$ cat config.mk
export PLATFORM = sky130hd
export DESIGN_NAME = shift_unit
export DESIGN_NICKNAME = d
export VERILOG_FILES = /design/src/rtl/mips_shift_pkg.sv /design/src/rtl/shift_unit_step.sv /design/src/rtl/shift_unit.sv
export SDC_FILE = /design/constraint.sdc
export NUM_CORES = 1
export LEC_CHECK = 0
export CORE_MARGIN = 2
export CORE_UTILIZATION = 35
export CTS_BUF_LIST = sky130_fd_sc_hd__clkbuf_2 sky130_fd_sc_hd__clkbuf_4 sky130_fd_sc_hd__clkbuf_8
export DETAILED_ROUTE_END_ITERATION = 7
export GPL_TIMING_DRIVEN = 0
export PLACE_DENSITY = 0.64
export SLEW_MARGIN = 40
export SYNTH_ARGS = -nofsm -noshare
export SYNTH_HDL_FRONTEND = slang
export SYNTH_SLANG_ARGS = --single-unit
$ cat constraint.sdc
create_clock -name clk -period 2.4 [get_ports clk]
set_input_delay 0.36 -clock clk [delete_from_list [all_inputs] [get_ports clk]]
set_output_delay 0.36 -clock clk [all_outputs]
set_load 0.01 [all_outputs]
$ cat src/rtl/mips_shift_pkg.sv
// Shared definitions for the multi-cycle MIPS shift unit: widths, op encodings
// and FSM states.
package mips_shift_pkg;

    localparam int DATA_W  = 32;
    localparam int SHAMT_W = 5;

    typedef enum logic [1:0] {
        OP_SLL  = 2'b00,
        OP_SRL  = 2'b01,
        OP_RSVD = 2'b10,
        OP_SRA  = 2'b11
    } shift_op_e;

    typedef enum logic [1:0] {
        IDLE  = 2'd0,
        SHIFT = 2'd1,
        DONE  = 2'd2
    } state_e;

endpackage

$ cat src/rtl/shift_unit_step.sv
// Combinational single step of the iterative shifter: shifts acc by `step`
// bits according to the latched op; the reserved op passes acc through.
module shift_step
    import mips_shift_pkg::*;
(
    input  logic [DATA_W-1:0]  acc,
    input  shift_op_e          op,
    input  logic [SHAMT_W-1:0] step,
    output logic [DATA_W-1:0]  acc_nxt
);

    always_comb begin
        acc_nxt = acc;
        case (op)
            OP_SLL:  acc_nxt = acc << step;
            OP_SRL:  acc_nxt = acc >> step;
            OP_SRA:  acc_nxt = $unsigned($signed(acc) >>> step);
            default: acc_nxt = acc;
        endcase
    end

endmodule

$ cat src/rtl/shift_unit.sv
// Multi-cycle SLL/SRL/SRA unit with start/done handshake.
// Define SHIFT_STEP4_EN to shift by 4 per cycle while at least 4 bits remain.
module shift_unit
    import mips_shift_pkg::*;
(
    input  logic              clk,
    input  logic              reset_n,
    input  logic              start,
    input  logic [1:0]        op,
    input  logic [DATA_W-1:0] operand,
    input  logic [31:0]       shamt_ext,
    output logic              busy,
    output logic              done,
    output logic [DATA_W-1:0] result
);

    state_e             state, state_nxt;
    logic [DATA_W-1:0]  acc, acc_step;
    shift_op_e          op_q;
    logic [SHAMT_W-1:0] cnt, step_amt, shamt;
    logic               accept, last_step;
    logic               unused_shamt;

    assign shamt        = shamt_ext[SHAMT_W-1:0];
    assign unused_shamt = ^shamt_ext[31:SHAMT_W];
    assign accept       = (state == IDLE) && start;

`ifdef SHIFT_STEP4_EN
    assign step_amt = (cnt >= SHAMT_W'(4)) ? SHAMT_W'(4) : SHAMT_W'(1);
`else
    assign step_amt = SHAMT_W'(1);
`endif

    assign last_step = (cnt == step_amt);

    shift_step u_step (
        .acc     (acc),
        .op      (op_q),
        .step    (step_amt),
        .acc_nxt (acc_step)
    );

    always_ff @(posedge clk or negedge reset_n) begin
        if (!reset_n) state <= IDLE;
        else          state <= state_nxt;
    end

    always_comb begin
        state_nxt = state;
        case (state)
            IDLE:    if (start) state_nxt = (shamt != '0) ? SHIFT : DONE;
            SHIFT:   if (last_step) state_nxt = DONE;
            DONE:    state_nxt = IDLE;
            default: state_nxt = IDLE;
        endcase
    end

    always_comb begin
        busy = (state != IDLE);
        done = (state == DONE);
    end

    // result is loaded on the edge entering DONE so it is valid while done is high
    always_ff @(posedge clk or negedge reset_n) begin
        if (!reset_n) begin
            acc    <= '0;
            op_q   <= OP_SLL;
            cnt    <= '0;
            result <= '0;
        end else if (accept) begin
            acc  <= operand;
            op_q <= shift_op_e'(op);
            cnt  <= shamt;
            if (shamt == '0) result <= operand;
        end else if (state == SHIFT) begin
            acc <= acc_step;
            cnt <= cnt - step_amt;
            if (last_step) result <= acc_step;
        end
    end

endmodule

==> impl_metrics.csv, run 1 <==
group,metric,value,unit
timing,final.setup_skew,0.00829,ns
clock_network,clock_latency,0.36,ns
setup_path,cp.required,2.04,ns
timing,worst_slack,0.206,ns
floorplan,initial_core_util,35.9,%
timing,slew_viol_final,0,
cells_and_area,multi_input_area,1790,sq um
logic_synthesis,synth_common_cells,"dfrtp_1 (73), mux2i_1 (59), nand2_1 (37)",
placement,dpl.hpwl,6630,um
logic_synthesis,syn-num-nets,469,
timing,fmax,456,MHz
placement,dpl_worst_slack,0.0496,ns
logic_synthesis,postSynthAreaPerCell,9.78,sq um
logic_synthesis,syn_area,3890,sq um
logic_synthesis,yosysTopAreaCell,"dfrtp_1",
setup_path,cp-start-kind,"register",
job,drv_cap,0,
timing,finalSetupTns,0,ns
detailed_routing,drc,0,
detailed_routing,dr.pass1.iters,4,
logic_synthesis,yosysSeqAreaShare,46.9,%
detailed_routing,totalWireLength,9280,um
detailed_routing,wl_per_cell,14.8,um
floorplan,core-area,10800,sq um
worst_hold_path,hold_path_class,"in -> async",
placement,port_buffers,75,
detailed_routing,vias,3090,
logic_synthesis,ys_async_sr_fraction,100,%
timing,period_needed,2.19,ns
logic_synthesis,synth_cells,398,
global_route,track_usage,16.8,%
setup_path,arrival,1.83,ns
global_route,first_global_vias,3162,
setup_path,crit_path_cell_trace,"clkbuf_1 -> or2_2 -> clkdlybuf4s50_1",
logic_synthesis,ys_ff_latch,73,
floorplan,io_pins,103,
setup_path,r2r-start,"cnt[1]",
timing,hold_viol_final,0,
clock_network,cts_resized,0,
floorplan,rows,38,
floorplan,dieArea,12000,sq um
cells_and_area,syn_to_final_growth,29.3,%
clock_network,clock-sinks,73,
pwr,p_per_area,1330,nW/um^2
timing,min_period_over_period,91.4,%
clock_network,cts-root-buf,"clkbuf_8",
pwr,vdd_drop_max,0.409,mV
clock_network,htree_levels,3,
cells_and_area,nFillCells,1052,
floorplan,fp.dieW,109,um
setup_path,crit_type,"reg -> out",
timing,slew_headroom,55.6,%
global_route,grt_pass1_wl,15500,um
setup_path,cp_max_fo,10,
timing,holdWs,0.448,ns
logic_synthesis,yosys-top-cells-area,"dfrtp_1 (47%), mux2i_1 (15%), a211oi_1 (5.6%)",
pwr,p_leak,0.00212,uW
global_route,overflow,0,
cells_and_area,seq_area,1830,sq um
clock_network,cts_buffer_depth,2,
timing,final-setup-viol-count,0,
setup_path,end_kind,"primary output",
setup_path,max_stage_delay,0.52,ns
detailed_routing,postRouteAntennaNets,0,
logic_synthesis,ys.flop_type,"dfrtp_1",
logic_synthesis,yosysTopAreaCellShare,46.9,%
logic_synthesis,synth.distinct_cells,31,
cells_and_area,antenna_cells,0,
clock_network,path_clk_slew,0.07,ns
logic_synthesis,yosys_warnings,0,
clock_network,cts-buffers-inserted,9,
global_route,grt_max_degree,43,
timing,tightest_slew,0.664,ns
logic_synthesis,synth_edf_count,0,
setup_path,regToRegSetupSlack,0.46,ns
global_route,antenna_found_initial,0,
setup_path,cp_slowest_cell,"clkdlybuf4s50_1",
setup_path,r2r_end,"result[3]",
logic_synthesis,yosysMostFrequentCell,"dfrtp_1",
placement,place.gp.congestion,0.792,
cells_and_area,drive_gt1_share,8.59,%
setup_path,rr_worst_depth,6,
timing,grt_setup_unrepaired,"no",
detailed_routing,drt-initial-drc-count,103,
status,status,"finished, final reports clean",
clock_network,cts_tree,"yes",
cells_and_area,fin_nets,557,
floorplan,die-height,109,um
detailed_routing,vias_per_cell,4.91,
-- sequential cells by signal (all words and copies together), names as in the netlist --
signal	flops
acc	32
state	2
op_q	2
result	32
cnt	5
-- placed cells by master, fill, tap and decap left out, types with 3 or more instances in the layout --
master and instances:
clkdlybuf4s50_1 74, dfrtp_1 73, mux2i_1 59, nand2_1 37, a21oi_1 36, o21ai_0 36, inv_1 33, nor2b_1 30
a211oi_1 29, clkbuf_1 14, buf_2 10, clkbuf_8 10, mux2_2 8, nor2_1 4, buf_6 4, nor3b_1 3
nor3_1 3, clkinv_2 3
-- layer usage --
layer | global-route usage, % | part of all wire (%) | wire [um]
met2 | 26.7 | 47 | 4340
met1 | 22.3 | 47 | 4320
met4 | 7.59 | 2.3 | 212
met5 | 0 | 0 | 0
met3 | 3.02 | 4.4 | 413
-- timing repair --
action	CTS	global route
hold buffers	1	0
buffers inserted	0	0
hold endpoints to repair	31	0
-- area by class of cell --
| class | count | share of cell area [%] |
|---|---|---|
| buffer | 29 | 3.01 |
| clock buffer | 10 | 2.73 |
| clock inverter | 4 | 0.895 |
| inverter | 33 | 2.46 |
| multi-input combinational | 263 | 35.6 |
| sequential | 73 | 36.3 |
| tap | 140 | 3.48 |
| timing repair buffer | 77 | 15.5 |
-- critical path: cells and delay by family, from the launching register on --
| family | cells | cell delay [ns] |
|---|---|---|
| buf+inv | 2 | 0.86 |
| flops | 1 | 0.44 |
| simple gates | 1 | 0.18 |
-- cell families after synthesis --
family | after synthesis | synth area share, %
buffers and inverters | 62 | 7.07
xor gates and xnor gates | 1 | 0.225
and+or+nand+nor | 85 | 11.3
AOI/OAI and AO/OA | 108 | 16.4
adders and majority gates | 2 | 0.643
DFF | 73 | 46.9
muxes | 67 | 17.5
-- power breakdown --
part           total [uW]  leakage (uW)  switching (uW)  internal [uW]
clock                 947     0.0000978             455            492
sequential           2340      0.000849             471           1870
combinational        3420       0.00117            1720           1710
total                6710       0.00212            2640           4060
-- stage by stage --
step / util, % / cells / total power, uW / area, sq um
finish: 46.4 / 629 / 6710 / 5030
global route: 46.4 / 629 / 7320 / 5030
CTS: 46.4 / 629 / 6790 / 5030
detailed placement: 44.6 / 614 / 5800 / 4840
global placement: 44.4 / 613 / 5700 / 4820
floorplan: - / 398 / 4550 / 3890
-- worst max path at each step --
stage | endpoint | slack (ns) | depth (start not counted) | start
after CTS | busy | 0.19 | 3 | state[0]
after floorplan | result[0] | 0.66 | 5 | cnt[1]
after global routing | busy | 0.09 | 3 | state[0]
after detailed placement | cnt[3] | 0.05 | 5 | start
final | busy | 0.21 | 3 | state[0]
after global placement | result[17] | -1.64 | 1 | reset_n
No activity file was read; power rests on OpenSTA's default activity.
==> inputs of run 2 (changes only) <==
- CTS_CLUSTER_DIAMETER: default -> 200
- SLEW_MARGIN: 40 -> 20
==> impl_metrics.csv, run 2 (synthesized netlist as in run 1, its figures left out) <==
group,metric,value,unit
status,status,"finished, final reports clean",
placement,dpl.cell_count,614,
setup_path,cp.required,2.04,ns
timing,tightest_slew,0.666,ns
global_route,first_global_vias,3168,
job,drv_cap,0,
cells_and_area,antenna_cells,0,
detailed_routing,vias,3085,
cells_and_area,finalNonFillerCells,629,
setup_path,cp_slowest_cell,"clkdlybuf4s50_1",
setup_path,end_kind,"primary output",
setup_path,max_stage_delay,0.52,ns
cells_and_area,fin_nets,557,
timing,final-setup-viol-count,0,
timing,slew_viol_final,0,
setup_path,crit_path_cell_trace,"clkbuf_1 -> or2_2 -> clkdlybuf4s50_1",
floorplan,die-height,109,um
setup_path,worst_path_dominant_cell_family,"buffers and inverters",
placement,dpl.hpwl,6630,um
placement,place.gp.congestion,0.792,
global_route,globalRouteMet3Util,3.02,%
detailed_routing,vias_per_cell,4.90,
floorplan,core-area,10800,sq um
timing,worst_slack,0.203,ns
setup_path,arrival,1.84,ns
clock_network,holdBufCountCts,1,
placement,dpl_worst_slack,0.0496,ns
global_route,grt.met1_usage,22.3,%
floorplan,initial_core_util,35.9,%
clock_network,cts-root-buf,"clkbuf_8",
floorplan,fp.dieW,109,um
pwr,vdd_drop_max,0.409,mV
timing,fmax,455,MHz
cells_and_area,syn_to_final_growth,29.2,%
timing,min_period_over_period,91.5,%
placement,port_buffers,75,
global_route,track_usage,16.8,%
global_route,busiest_layer,"met2",
pwr,p_leak,0.00211,uW
detailed_routing,dr.pass1.iters,4,
setup_path,cp-start-kind,"register",
detailed_routing,postRouteAntennaNets,0,
cells_and_area,top_regs,"acc x32, result x32, cnt x5",
global_route,grt_pass1_wl,15500,um
timing,hold_viol_final,0,
clock_network,clock-sinks,73,
floorplan,rows,38,
clock_network,clock_latency,0.36,ns
floorplan,io_pins,103,
detailed_routing,drc,0,
detailed_routing,totalWireLength,9290,um
clock_network,cts_tree,"yes",
setup_path,cp_max_fo,10,
pwr,p_per_area,1330,nW/um^2
timing,slew_headroom,55.5,%
detailed_routing,wl_per_cell,14.8,um
clock_network,htree_levels,3,
cells_and_area,drive_gt1_share,8.59,%
detailed_routing,drt-initial-drc-count,106,
worst_hold_path,hold_path_class,"in -> async",
global_route,use_met2,26.7,%
cells_and_area,mostFrequentLayoutCells,"clkdlybuf4s50_1 (74), dfrtp_1 (73), mux2i_1 (59)",
global_route,grt_max_degree,43,
setup_path,crit_type,"reg -> out",
global_route,antenna_found_initial,0,
clock_network,cts-buffers-inserted,9,
timing,period_needed,2.20,ns
clock_network,post_cts_buffers,0,
setup_path,crit_buf_inv,2,
floorplan,dieArea,12000,sq um
clock_network,path_clk_slew,0.07,ns
timing,final.setup_skew,0.00831,ns
cells_and_area,final_common_cell,"clkdlybuf4s50_1",
timing,grt_setup_unrepaired,"no",
clock_network,cts_resized,0,
clock_network,cts_buffer_depth,2,
global_route,overflow,0,
-- run 2: cell counts in the layout (fill, tap and decap cells not counted) --
Identical to the previous run, type by type.
-- run 2: cell type report --
type	count	area [sq um]
clock buffer	10	138
buffer	29	151
fill	1053	5810
sequential	73	1830
inverter	33	124
multi-input combinational	263	1790
tap	140	175
clock inverter	4	45.0
timing repair buffer	77	778
-- run 2: per-stage QoR --
stage / instance area [sq um] / hold WS [ns] / TNS, ns / utilization (%) / power, uW
2_1_floorplan: 3890 / 0.0644 / 0 / - / 4550
3_3_place_gp: 4820 / 0.494 / -119.32 / 44.4 / 5700
3_5_place_dp: 4840 / 0.330 / 0 / 44.6 / 5800
4_1_cts: 5030 / 0.488 / 0 / 46.4 / 6790
5_1_grt: 5030 / 0.530 / 0 / 46.4 / 7320
6_report: 5030 / 0.485 / 0 / 46.4 / 6710
-- run 2: final timing paths --
| path | from | endpoint | slack, ns | cells after the start |
|---|---|---|---|---|
| max | state[0] | busy | 0.20 | 3 |
| min | reset_n | state[0] | 0.49 | 2 |
| max reg2reg | cnt[1] | result[3] | 0.46 | 6 |
| min reg2reg | result[16] | result[16] | 0.51 | 2 |
| max in group asynchronous | reset_n | result[17] | 1.34 | 3 |
| min in group clk | result[16] | result[16] | 0.51 | 2 |
-- run 2: where the power goes --
group          switching [uW]  internal [uW]  leakage (uW)
clock                     456            492     0.0000978
combinational            1720           1700       0.00117
sequential                473           1870      0.000849
total                    2650           4060       0.00211
-- run 2: layer usage --
metal / up-vias / share of wire (%)
li1: 1551 / -
met1: 1456 / 47
met2: 64 / 47
met3: 14 / 4.5
met4: 0 / 2.3
met5: - / 0
